**src/rtl/axi_read_arbiter_pkg.sv**
```systemverilog
// axi_read_arbiter_pkg
//   Shared definitions for the I/D cache read arbiter: FSM state encoding,
//   burst owner encoding, fixed AXI field values and default ARIDs.
package axi_read_arbiter_pkg;

  typedef enum logic [1:0] {
    ST_IDLE = 2'd0,
    ST_ADDR = 2'd1,
    ST_DATA = 2'd2
  } state_t;

  typedef enum logic {
    OWN_I = 1'b0,
    OWN_D = 1'b1
  } owner_t;

  localparam logic [2:0] AXI_SIZE_WORD  = 3'b010;
  localparam logic [1:0] AXI_BURST_INCR = 2'b01;
  localparam logic [1:0] AXI_RESP_OKAY  = 2'b00;

  localparam logic [3:0] DEFAULT_ID_I = 4'd0;
  localparam logic [3:0] DEFAULT_ID_D = 4'd1;

  // A beat ends the burst either when the slave flags it or when the count
  // says it must be the last one; a missing RLAST must not hang the port.
  function automatic logic beat_is_final(input logic       last,
                                         input logic [7:0] cnt,
                                         input logic [7:0] len);
    return last || (cnt == len);
  endfunction

endpackage

```
**src/rtl/axi_read_arbiter_rr.sv**
```systemverilog
// rr_arbiter2
//   Two-requester round-robin grant. Grants are combinational; the
//   last-grant pointer only moves when the caller accepts a grant (take).
//   The pointer resets to I so D wins the first tie.
// Ports:
//   clk, rst      clock, async active-low reset
//   req_i, req_d  request lines
//   take          grant is consumed this cycle
//   gnt_i, gnt_d  one-hot (or zero) grant
module rr_arbiter2
  import axi_read_arbiter_pkg::*;
(
  input  logic clk,
  input  logic rst,
  input  logic req_i,
  input  logic req_d,
  input  logic take,
  output logic gnt_i,
  output logic gnt_d
);

  owner_t last_q;

  always_comb begin
    gnt_i = 1'b0;
    gnt_d = 1'b0;
    if (req_i && req_d) begin
      if (last_q == OWN_I) gnt_d = 1'b1;
      else                 gnt_i = 1'b1;
    end else begin
      gnt_i = req_i;
      gnt_d = req_d;
    end
  end

  always_ff @(posedge clk or negedge rst) begin
    if (!rst) begin
      last_q <= OWN_I;
    end else if (take && gnt_d) begin
      last_q <= OWN_D;
    end else if (take && gnt_i) begin
      last_q <= OWN_I;
    end
  end

endmodule

```
**src/rtl/axi_read_arbiter.sv**
```systemverilog
// axi_read_arbiter
//   Merges icache (port I) and dcache (port D) read requests onto one AXI4
//   read channel with a single burst outstanding. Beats are forwarded
//   combinationally to the owning port; beat count, RLAST and RID are
//   checked against the latched request and any mismatch sets a sticky
//   err_proto.
// Ports:
//   clk, rst                           clock, async active-low reset
//   i_ar*/i_r*, d_ar*/d_r*             requester-side AR and R channels
//   arid..arvalid, arready             AXI AR channel toward memory
//   rid..rvalid, rready                AXI R channel from memory
//   err_proto                          sticky protocol error
//
// state   | meaning
// --------+------------------------------------------------------------
// IDLE    | no burst; grant a requester and latch its fields
// ADDR    | arvalid high with latched fields, waiting for arready
// DATA    | R channel passed through to the owner until the final beat
module axi_read_arbiter
  import axi_read_arbiter_pkg::*;
#(
  parameter logic [3:0] ID_I = DEFAULT_ID_I,
  parameter logic [3:0] ID_D = DEFAULT_ID_D
) (
  input  logic        clk,
  input  logic        rst,

  input  logic [31:0] i_araddr,
  input  logic [7:0]  i_arlen,
  input  logic        i_arvalid,
  output logic        i_arready,
  output logic [31:0] i_rdata,
  output logic        i_rvalid,
  input  logic        i_rready,
  output logic        i_rlast,
  output logic        i_rerr,

  input  logic [31:0] d_araddr,
  input  logic [7:0]  d_arlen,
  input  logic        d_arvalid,
  output logic        d_arready,
  output logic [31:0] d_rdata,
  output logic        d_rvalid,
  input  logic        d_rready,
  output logic        d_rlast,
  output logic        d_rerr,

  output logic [3:0]  arid,
  output logic [31:0] araddr,
  output logic [7:0]  arlen,
  output logic [2:0]  arsize,
  output logic [1:0]  arburst,
  output logic        arvalid,
  input  logic        arready,

  input  logic [3:0]  rid,
  input  logic [31:0] rdata,
  input  logic [1:0]  rresp,
  input  logic        rlast,
  input  logic        rvalid,
  output logic        rready,

  output logic        err_proto
);

  state_t      state_q, state_d;
  owner_t      owner_q;
  logic [3:0]  arid_q;
  logic [31:0] araddr_q;
  logic [7:0]  arlen_q;
  logic [7:0]  cnt_q;
  logic        err_q;

  logic        gnt_i, gnt_d;
  logic        take;
  logic        ar_done;
  logic        xfer;
  logic        final_beat;
  logic        proto_bad;
  logic        own_i_data, own_d_data;
  logic        resp_err;

  rr_arbiter2 u_rr (
    .clk   (clk),
    .rst   (rst),
    .req_i (i_arvalid),
    .req_d (d_arvalid),
    .take  (take),
    .gnt_i (gnt_i),
    .gnt_d (gnt_d)
  );

  assign take       = (state_q == ST_IDLE) && (gnt_i || gnt_d);
  assign ar_done    = (state_q == ST_ADDR) && arready;
  assign own_i_data = (state_q == ST_DATA) && (owner_q == OWN_I);
  assign own_d_data = (state_q == ST_DATA) && (owner_q == OWN_D);
  assign xfer       = rvalid && rready;
  assign final_beat = xfer && beat_is_final(rlast, cnt_q, arlen_q);
  assign resp_err   = (rresp != AXI_RESP_OKAY);

  // Early RLAST, missing RLAST at the expected count, or a foreign RID.
  assign proto_bad = xfer && (( rlast && (cnt_q != arlen_q)) ||
                              (!rlast && (cnt_q == arlen_q)) ||
                              (rid != arid_q));

  always_ff @(posedge clk or negedge rst) begin
    if (!rst) begin
      state_q <= ST_IDLE;
    end else begin
      state_q <= state_d;
    end
  end

  always_comb begin
    state_d = state_q;
    case (state_q)
      ST_IDLE: if (take)       state_d = ST_ADDR;
      ST_ADDR: if (arready)    state_d = ST_DATA;
      ST_DATA: if (final_beat) state_d = ST_IDLE;
      default:                 state_d = ST_IDLE;
    endcase
  end

  // Request fields are captured at grant; the requester may misbehave after
  // that without affecting the issued burst.
  always_ff @(posedge clk or negedge rst) begin
    if (!rst) begin
      owner_q  <= OWN_I;
      arid_q   <= 4'd0;
      araddr_q <= 32'd0;
      arlen_q  <= 8'd0;
    end else if (take) begin
      if (gnt_d) begin
        owner_q  <= OWN_D;
        arid_q   <= ID_D;
        araddr_q <= d_araddr;
        arlen_q  <= d_arlen;
      end else begin
        owner_q  <= OWN_I;
        arid_q   <= ID_I;
        araddr_q <= i_araddr;
        arlen_q  <= i_arlen;
      end
    end
  end

  always_ff @(posedge clk or negedge rst) begin
    if (!rst) begin
      cnt_q <= 8'd0;
    end else if (ar_done) begin
      cnt_q <= 8'd0;
    end else if (xfer) begin
      cnt_q <= cnt_q + 8'd1;
    end
  end

  always_ff @(posedge clk or negedge rst) begin
    if (!rst) begin
      err_q <= 1'b0;
    end else if (proto_bad) begin
      err_q <= 1'b1;
    end
  end

  always_comb begin
    arvalid   = (state_q == ST_ADDR);
    i_arready = ar_done && (owner_q == OWN_I);
    d_arready = ar_done && (owner_q == OWN_D);

    rready = 1'b0;
    if (own_i_data) rready = i_rready;
    if (own_d_data) rready = d_rready;

    i_rvalid = own_i_data && rvalid;
    i_rlast  = own_i_data && rlast;
    i_rerr   = own_i_data && resp_err;
    i_rdata  = own_i_data ? rdata : 32'd0;

    d_rvalid = own_d_data && rvalid;
    d_rlast  = own_d_data && rlast;
    d_rerr   = own_d_data && resp_err;
    d_rdata  = own_d_data ? rdata : 32'd0;
  end

  assign arid      = arid_q;
  assign araddr    = araddr_q;
  assign arlen     = arlen_q;
  assign arsize    = AXI_SIZE_WORD;
  assign arburst   = AXI_BURST_INCR;
  assign err_proto = err_q;

endmodule

```
**config.mk**
```make
export PLATFORM = sky130hd
export DESIGN_NAME = axi_read_arbiter
export DESIGN_NICKNAME = d
export VERILOG_FILES = /design/src/rtl/axi_read_arbiter_pkg.sv /design/src/rtl/axi_read_arbiter_rr.sv /design/src/rtl/axi_read_arbiter.sv
export SDC_FILE = /design/constraint.sdc
export NUM_CORES = 1
export LEC_CHECK = 0
export CAP_MARGIN = 20
export CORE_MARGIN = 4
export CORE_UTILIZATION = 37
export CTS_CLUSTER_SIZE = 25
export DETAILED_ROUTE_END_ITERATION = 12
export HOLD_SLACK_MARGIN = 0.12
export PLACE_DENSITY = 0.87
export SYNTH_ARGS = -nofsm -noshare
export SYNTH_HDL_FRONTEND = slang
export SYNTH_SLANG_ARGS = --single-unit
```
**constraint.sdc**
```tcl
create_clock -name clk -period 2.95 [get_ports clk]
set_input_delay 0.59 -clock clk [delete_from_list [all_inputs] [get_ports clk]]
set_output_delay 0.59 -clock clk [all_outputs]
set_load 0.05 [all_outputs]
```
[Word-level counts from Yosys, hierarchy flattened]
Cells that the tools add are included.
Operators by class
  add/subtract/negate cells: 1
  reduce and logical (&&, ||, !) cells: 30
  mux-type cells: 20
  equal/unequal tests: 8
  bitwise gates (word level): 1
Operator list (number)
  two-way mux 32 bit: 3
  two-way mux 8 bit: 3
  logical AND 1 bit: 20
  two-way mux 1 bit: 10
  adder 8 x 1 -> 8 bit (second input constant): 1
  == test 8 bit: 1
  inequality test 8 bit: 1
  two-way mux 2 bit: 3
  one-hot mux 2 bit (3 select lines): 1
  nonzero test 2 bit: 3
  logical OR 1 bit: 4
  inequality test 2 x 1 -> 1 bit (second input constant): 2
  inequality test 4 bit: 1
  AND reduction 3 bit: 1
  == test 2 x 1 -> 1 bit (second input constant): 1
  == test 2 bit (second input constant): 1
  zero test 2 bit: 1
  inequality test 2 bit (second input constant): 1
  zero test 1 bit: 1
  NOT 1 bit: 1
Storage, ports and cells
  bits in registers: 57
  word-level logic and storage cells: 68

[Longest topological paths before layout]
  depth in word-level cells: 8
  depth in mapped cells: 7
  gate-level depth less buffers: 7

[Modules after synthesis]
A second synthesis with hierarchy kept.
Unflattened totals
  cells, all modules: 315
  area total of the unflattened synthesis: 3363.2 sq um
Modules (own cells, without submodules)
  axi_read_arbiter: times used 1, seq. area each 1301.2 sq um, area each 3308.2 sq um, cells an instance 309
  rr_arbiter2: times used 1, seq. area each 25.0 sq um, area each 55.1 sq um, cells an instance 6

[Least setup slack after synthesis]
No wires, ideal clock.
  path type: register to output
  start: reg arid[0] (netlist name)
  end: out i_rlast
  data arrival time: 1712 ps
  stages on the path, launching flop included: 3
  path buffers: 1
  setup slack: 648 ps
  cells stage by stage: dfrtp_1 > clkbuf_1 > nor3_1
RTL lines
  end: declaration: line axi_read_arbiter.sv:35  | output logic i_rlast,

[Worst setup path after layout]
  start: reg state_q[1]
  end: out arvalid
Between the ends
  cells in the longest elaborated chain, start to end: 1
Ends and longest elaborated chain
  start: declaration: line axi_read_arbiter.sv:66  | state_t state_q, state_d;
  start signal: assignment: line axi_read_arbiter.sv:110  | state_q <= state_d;
  == test 2 x 1 -> 1 bit: line axi_read_arbiter.sv:166  | arvalid = (state_q == ST_ADDR);
  end: declaration: line axi_read_arbiter.sv:53  | output logic arvalid,
Every way passes these cells.

==> reports/metrics.yaml <==
finalHoldViolCount: 0
cts.sinks: 53
synthCells: 306
gp_congestion: 0.8007
clk_pin_slew_ns: 0.11
rows: 34
cp_data_required_time_ns: 2.36
worstMarginPinSlew_ns: 0.5603
insertion_delay_ns: 0.31
synthArstFlopShare_pct: 100.0
post-cts-setup-buffers: 0
cts_buffers: 5
synth-compound-area-share_pct: 4.179
multi_input_area_mm2: 0.001888
numPortBuffers: 242
synth_fa_ha_area_share_pct: 0.7463
synthSimpleGateAreaFrac_pct: 19.81
finalCritPeriodShare_pct: 86.49
n_fill_cell: 595
grt_pass1_wl_um: 18630
drv_slew: 0
synth.most_common_cell: "mux2_2"
drtIter0Drc: 105
antenna_found_initial: 0
postPlaceCellArea_mm2: 0.006573
vdd.ir_drop.worst_mv: 0.7523
fin_util_pct: 76.03
cp_max_fo: 7
cts-root-buf: "clkbuf_8"
cp-end-kind: "output port"
max_freq_ghz: 0.3919
pre_cts_slack_ns: 0.4757
nets: 671
grt_pass1_vias: 3593
die_x_um: 103.2
drive_above_1_share_pct: 30.20
tns_ns: 0
ys_ff_latch: 53
grt_max_degree: 39
fin_worst_skew_ns: 0.01262
ant_nets: 0
hold-worst-slack_ns: 0.2601
setup_ws_ns: 0.3986
holdCritPathClass: "in2async"
maxSlewHeadroom_pct: 62.53
synthMuxAreaShare_pct: 28.06
die_y_um: 103.2
cts_tree: "done"
status: "finished, final reports clean"
clockBufferDepth: 2
cellLeakagePower_nw: 2.831
syn_to_final_growth_pct: 98.69
antenna_cells: 0
cts_resized: 0
start_kind: "flop"
grt-ovfl-total: 0
io-pin-count: 251
synth.distinct_cells: 41
rsz0062_at_grt: "false"
core-area_mm2: 0.008763
final_cell_area_mm2: 0.006663
synth_top_family_by_area: "multiplexers"
drt_first_pass_iters: 4
fin_crit_ns: 2.551
synthFlopType: "dfrtp_1"
ys_seq_area_share_pct: 39.55
vias_per_cell: 5.061
critical_path_class: "reg2out"
dp_cells: 643
num_vias: 3295
dieArea_mm2: 0.01065
yosysTopAreaCell: "dfrtp_1"
yosysWarningCount: 0
routedWlPerCell_um: 19.27
synth_area_leaders: "dfrtp_1 (40%), mux2_2 (23%), and3_1 (6.5%)"
synth.avg_cell_area_um2: 10.96
synthTopCellsByCount: "mux2_2 (67), dfrtp_1 (53), and3_1 (35)"
start_util_pct: 38.26
fin_cells: 651
synth-edff-count: 0
cp_data_arrival_time_ns: 1.96
cts.htree.levels: 2
syn_area_mm2: 0.003353
postCtsHoldBufs: 0
setup_viol: 0
hpwlAfterDp_um: 10260
yosys.area_share.xor_xnor_pct: 2.351
seqCellArea_mm2: 0.001326
grtUsageTotal_pct: 22.54
drc: 0
max-cap-violations: 0
power_density_mw_per_mm2: 914.5
routed_wl_um: 12540
synth_top_area_share_pct: 39.55
p_total_mw: 6.093
[cell type report]
type,instances,share of cell area [%]
Timing Repair Buffer,251,48.26
Clock inverter,3,0.3192
Sequential cell,53,19.91
Inverter,2,0.1127
Clock buffer,5,1.033
Tap cell,108,2.028
Multi-Input combinational cell,229,28.34
[critical path, stage by stage, from the launching register on]
cell and delay [ns]:
dfrtp_1 0.46, or2b_1 0.26, inv_1 0.12, clkdlybuf4s50_1 0.82
[path summary, 6_finish.rpt]
path / end / startpoint / cells past startpoint / slack, ns
max in group asynchronous: u_rr.last_q / rst / 2 / 2.33
worst max register to register: err_proto / cnt_q[5] / 7 / 0.86
worst min register to register: err_proto / err_proto / 1 / 0.47
worst max-delay path: arvalid / state_q[1] / 3 / 0.40
worst min-delay path: araddr[1] / rst / 2 / 0.26
min in group clk: err_proto / err_proto / 1 / 0.47
[power breakdown]
group,switching (mW),leakage [nW],internal (mW)
Clock,0.248,0.0445,0.169
Combinational,2.57,2.15,1.82
Sequential,0.230,0.639,1.06
[layout by cell type (no fill, tap or decap), types with 3 or more instances in the layout]
cell type,count
a21oi_1,6
nand2b_1,3
buf_4,9
buf_12,73
mux2i_1,4
nor4_1,3
conb_1,8
and3_1,35
nor3_1,3
nor2_1,3
o21ai_0,6
clkbuf_8,5
mux2_1,13
clkdlybuf4s50_1,168
mux2_2,67
and2_1,34
nand2_1,5
dfrtp_1,53
xor2_1,8
[state kept, by name, summed over array words and instances (netlist names)]
name	cells
err_proto	1
arid	1
arlen	8
cnt_q	8
araddr	32
state_q	2
u_rr.last_q	1
[kinds of logic after synthesis]
kind of cell    count (synthesis)
compound gates                 22
buf+inv                        30
xor+xnor                        9
simple gates                  104
fa+ha+maj                       2
flops                          53
other cells                     2
mux                            84
[per-layer routing]
metal | track usage [%] | part of all wire [%] | vias to the layer above
met5 | 0 | 0 | -
met4 | 2.988 | 1.0 | 0
met3 | 6.908 | 7.5 | 10
met2 | 42.97 | 57 | 125
met1 | 25.16 | 34 | 1618
li1 | - | - | 1542
Power figures use the tool's default switching activity.
